`src/rtl/sp_dec_2.sv`:
```
// Stack-pointer unit: word-aligned SP with push (-2) / pop (+2), full/empty/depth decode,
// and an overflow/underflow FAULT state that only a load (or reset) clears.
module sp_dec_2 #(
  parameter int unsigned          WIDTH    = 16,
  parameter logic [WIDTH-1:0]     SP_TOP   = 16'hFFFE,
  parameter logic [WIDTH-1:0]     SP_LIMIT = 16'hF000
) (
  input  logic             clk,
  input  logic             rst,
  input  logic             stall,
  input  logic             push,
  input  logic             pop,
  input  logic             load,
  input  logic [WIDTH-1:0] load_val,
  output logic [WIDTH-1:0] sp,
  output logic [WIDTH-1:0] sp_next,
  output logic [WIDTH-2:0] depth,
  output logic             full,
  output logic             empty,
  output logic             fault,
  output logic             state_dbg
);

  typedef enum logic {RUN = 1'b0, FAULT = 1'b1} state_e;

  state_e           state_q, state_d;
  logic [WIDTH-1:0] sp_q, sp_d;
  logic [WIDTH-1:0] occupied_bytes;

  // Handshake: push/pop/load are single-cycle requests, sampled at every rising edge
  // with no ready back-pressure; a stall cycle drops them, it does not queue them.
  assign full           = (sp_q == SP_LIMIT);
  assign empty          = (sp_q == SP_TOP);
  assign occupied_bytes = SP_TOP - sp_q;
  assign depth          = occupied_bytes[WIDTH-1:1];

  always_comb begin
    sp_d    = sp_q;
    state_d = state_q;
    if (rst) begin
      sp_d    = SP_TOP;
      state_d = RUN;
    end else if (!stall) begin
      if (load) begin
        sp_d    = {load_val[WIDTH-1:1], 1'b0};
        state_d = RUN;
      end else if (state_q == RUN) begin
        if (push && !pop) begin
          if (full) state_d = FAULT;
          else      sp_d    = sp_q - WIDTH'(2);
        end else if (pop && !push) begin
          if (empty) state_d = FAULT;
          else       sp_d    = sp_q + WIDTH'(2);
        end
      end
    end
  end

  // rst is already folded into the _d terms so sp_next reports the reset value too.
  always_ff @(posedge clk) begin
    state_q <= state_d;
    sp_q    <= sp_d;
  end

  assign sp        = sp_q;
  assign sp_next   = sp_d;
  assign fault     = (state_q == FAULT);
  assign state_dbg = state_q;

endmodule

```
`config.mk`:
```
export PLATFORM = sky130hd
export DESIGN_NAME = sp_dec_2
export DESIGN_NICKNAME = d
export VERILOG_FILES = /design/src/rtl/sp_dec_2.sv
export SDC_FILE = /design/constraint.sdc
export NUM_CORES = 1
export LEC_CHECK = 0
export BUFFER_PORTS_ARGS = -buffer_cell sky130_fd_sc_hd__buf_2
export CORE_UTILIZATION = 49
export CTS_BUF_LIST = sky130_fd_sc_hd__clkbuf_8 sky130_fd_sc_hd__clkbuf_16
export DETAILED_ROUTE_END_ITERATION = 10
export PLACE_DENSITY_LB_ADDON = 0.25
export SYNTH_ARGS = -nofsm -noshare
export SYNTH_HDL_FRONTEND = slang
export SYNTH_SLANG_ARGS = --single-unit
```
`constraint.sdc`:
```
create_clock -name clk -period 2.5 [get_ports clk]
set_input_delay 0.125 -clock clk [delete_from_list [all_inputs] [get_ports clk]]
set_output_delay 0.125 -clock clk [all_outputs]
set_load 0.02 [all_outputs]
```
==> results.txt <==
The run finished, with violations left. The checks that failed: negative setup slack. After detailed routing, the number of remaining DRC violations is 0.

Summing all flip-flop and latch instances after layout gives 362.8 sq um. The area of placed instances was 2355 sq um. Die boundary height: 63.50 microns. Pin placement for this block handled 73 I/O pins. Setup repair after global routing could not meet its margin everywhere. Leaving out fill and tap cells, the most frequent cell in the layout is sky130_fd_sc_hd__buf_2. The maximum number of pins on one net before global-route repair is 18.

Summed over all layers, the routed wires come to 7158 microns. The classification of the worst setup path was reg -> out. The instance count of the mapped netlist was 244; the achievable frequency was 0.3767 GHz.

After clock tree synthesis, the clock-pin slew on the worst setup and hold paths is 0.07 ns. Counting every net in the synthesized netlist gives 271. For the worst setup path, the data required time is 2.38 ns.

Setup violations remaining at the end of the flow were counted as 12. The worst hold path belongs to the class in -> reg. The number of clock buffers added by TritonCTS is 3. The number of antenna violations at the first check in global routing was 0. For the final weighted congestion of routability-driven global placement, the log shows 0.9529. The die is 63.50 microns wide. The tree built by TritonCTS fans out to 17 sinks. The tools report the proportion of synthesized chip area in sequential cells as 18.37%.

Global routing finished with a remaining overflow of 0. Headroom to the max-slew limit came out at 46.48%. The fill cell instance count of the final layout came out at 245. The synthesized design contains 17 register bits. In the final layout, the multi-input gates occupy 1584 sq um.

The run gives 1.183 nW as the cell leakage power. The tree is rooted in a sky130_fd_sc_hd__clkbuf_8. The transition at the pin with the smallest max-transition slack was 0.8011 ns.

The first global-routing pass estimated 10230 microns of wire. The number of global-route vias before repair was 2168. Yosys mapped a number of flops with a built-in enable equal to 0.

Across all layers, the routed design uses 2449 vias. The tools report the violation count after the first detailed-route iteration as 304. The count of final hold-check violations is 0, and the layout overhead on the synthesized area is 48.41%.

TritonCTS built the clock tree. For the worst setup path, the data arrival time is 2.53 ns. The count of buffers added on input and output ports is 71.

The worst-case IR drop observed on VDD is 362.6 uV. The tools report the reported max-cap violation count as 0. Synthesis instantiated 62 different standard cells from the library. The floorplan step defined a die boundary enclosing 4032 sq um. Leaving out fill and tap cells, the most frequent cells in the layout are sky130_fd_sc_hd__buf_2, sky130_fd_sc_hd__buf_4, sky130_fd_sc_hd__nand2_1. The tools report the worst setup margin as -0.1550 ns. The vias per cell came out at 6.513. The maximum fanout encountered on the critical timing path is 3, and the post-synthesis instance area is 1853 sq um.

Hold is met by 0.1632 ns. The top flip-flop cell by instance count after synthesis was sky130_fd_sc_hd__dfxtp_1. 0 antenna diodes ended up in the layout. The remaining number of nets flagged by the antenna check after routing was 0. In this run the core area contains 21 standard-cell rows.

For the final database, setup skew stands at 0.003900 ns. For this run, the number of Yosys warnings is 0. Cells with a size suffix above 1 make up 52.73% of the layout.

The net count of the finished layout is 358. After detailed routing, the average wire length per cell comes to 19.04 microns. The run gives 32.07% as the total global-route track usage. The clock passes through at most 2 buffers. The sum of net half-perimeters after detailed placement is 4534 microns, and the standard cell core area is 3468 sq um.

In the finished design, the share of the clock period the worst path needs comes to 106.2%. The share of synthesized registers carrying an async set or reset is 0%. The worst setup path is captured at an output pin. The final-report max-slew violation count came out at 0. The pre-antenna-repair detailed-routing pass consisted of 5 iterations. The time the worst path needs with I/O delays and setup was 2.655 ns. Clock latency on the worst-skew pair, taken at its later pin, is 0.25 ns.

The tools report the number of levels in the clock H-tree as 1. The tools report the type of element launching the critical path as a register. In this run the power density over the cells is 409.1 nW/um^2. The average instance in the mapped netlist occupies 7.594 sq um.

The logs give 53.43% for the initial core utilization and 2750 sq um for the cell area after layout.
-- final cells by class --
type                       instances  area share [%]
sequential                        17           13.19
tap                               46           2.093
clock inverter                     1          0.1820
timing repair buffer             104           24.02
clock buffer                       3           1.501
inverter                           9           1.410
multi-input combinational        196           57.60
-- per-layer routing --
metal  track usage, %  vias up  routed length (microns)
met5                0        -                        0
met4            16.19        0                      306
met3            3.261       40                      750
met2            51.33      206                     3348
met1            42.25     1116                     2753
li1                 -     1087                        -
-- cell usage after synthesis, types with 2 or more instances --
library cell	instances	area [sq um]
sky130_fd_sc_hd__nor2_1	16	60.06
sky130_fd_sc_hd__nand3_1	10	50.05
sky130_fd_sc_hd__nand3b_1	2	15.01
sky130_fd_sc_hd__a21o_1	2	15.01
sky130_fd_sc_hd__xnor2_1	10	87.58
sky130_fd_sc_hd__o22ai_1	7	43.79
sky130_fd_sc_hd__a221oi_1	3	26.28
sky130_fd_sc_hd__o221ai_1	2	17.52
sky130_fd_sc_hd__ha_1	5	62.56
sky130_fd_sc_hd__a21oi_1	12	60.06
sky130_fd_sc_hd__and2_1	3	18.77
sky130_fd_sc_hd__buf_4	4	30.03
sky130_fd_sc_hd__nor4_1	4	25.02
sky130_fd_sc_hd__nand2_1	18	67.56
sky130_fd_sc_hd__nor3_1	16	80.08
sky130_fd_sc_hd__or3_1	4	25.02
sky130_fd_sc_hd__nand2b_1	4	25.02
sky130_fd_sc_hd__o21ai_1	2	10.01
sky130_fd_sc_hd__and4_1	2	17.52
sky130_fd_sc_hd__o2111ai_1	3	26.28
sky130_fd_sc_hd__nor2b_1	2	12.51
sky130_fd_sc_hd__and3_1	2	12.51
sky130_fd_sc_hd__clkbuf_1	12	45.04
sky130_fd_sc_hd__or4b_1	2	20.02
sky130_fd_sc_hd__buf_2	3	15.01
sky130_fd_sc_hd__or4_1	4	30.03
sky130_fd_sc_hd__or2_2	2	12.51
sky130_fd_sc_hd__dfxtp_1	17	340.3
sky130_fd_sc_hd__xor2_1	5	43.79
sky130_fd_sc_hd__o21a_1	3	22.52
sky130_fd_sc_hd__mux2i_1	8	80.08
sky130_fd_sc_hd__buf_6	2	22.52
sky130_fd_sc_hd__o21ai_0	8	40.04
sky130_fd_sc_hd__o31ai_1	4	30.03
sky130_fd_sc_hd__nand4_1	4	25.02
sky130_fd_sc_hd__inv_1	7	26.28
sky130_fd_sc_hd__a22oi_1	2	15.01
sky130_fd_sc_hd__a211oi_1	3	22.52
sky130_fd_sc_hd__and4_2	2	20.02
-- repair_timing --
item,CTS,global route
pin swaps,14,21
setup buffers,5,4
setup endpoints to repair,15,15
gates resized for setup,43,36
hold buffers,0,0
-- registers in the layout, summed over array words and instances (netlist names) --
signal and count:
sp 16, fault 1
-- metrics by stage --
step / std cells / TNS, ns / setup WS [ns] / power [mW] / util (%)
after global routing: 376 / -2.438 / -0.2478 / 1.176 / 79.29
after CTS: 372 / -0.4247 / -0.1213 / 1.063 / 74.68
final: 376 / -0.8496 / -0.1550 / 1.125 / 79.29
after floorplan: 244 / -0.02756 / -0.01839 / 0.6590 / -
after global placement: 363 / 0 / 0.1045 / 0.8124 / 67.89
after detailed placement: 363 / 0 / 0.08502 / 0.8197 / 67.89
-- worst max-delay path, cell delays in order (launching register included) --
cell and delay [ns]:
sky130_fd_sc_hd__dfxtp_2 0.33, sky130_fd_sc_hd__inv_2 0.09, sky130_fd_sc_hd__ha_4 0.14, sky130_fd_sc_hd__or4b_4 0.48
sky130_fd_sc_hd__nor3_4 0.19, sky130_fd_sc_hd__or4b_4 0.50, sky130_fd_sc_hd__o21ai_4 0.09, sky130_fd_sc_hd__xnor2_2 0.09
sky130_fd_sc_hd__o21ai_1 0.19, sky130_fd_sc_hd__buf_4 0.17
-- logic make-up after synthesis --
family / synth area share (%)
compound gates: 21.88
xor+xnor: 7.089
fa+ha+maj: 3.376
buf+inv: 8.237
flops: 18.37
mux: 4.929
simple gates: 36.12
-- report_power, final --
group	internal [mW]	switching [mW]
sequential	0.293	0.0439
clock	0.111	0.0984
combinational	0.237	0.342
-- path summary, 6_finish.rpt --
kind	start	endpoint	slack (ns)	cells after the start
worst min register to register	sp[0]$_DFF_P_	sp[0]$_DFF_P_	0.64	3
worst max-delay path	sp[2]$_DFF_P_	sp_next[9]	-0.15	9
worst min-delay path	load_val[12]	sp[12]$_DFF_P_	0.16	3
worst max register to register	sp[2]$_DFF_P_	sp[15]$_DFF_P_	0.21	9
Power figures use the tool's default switching activity.
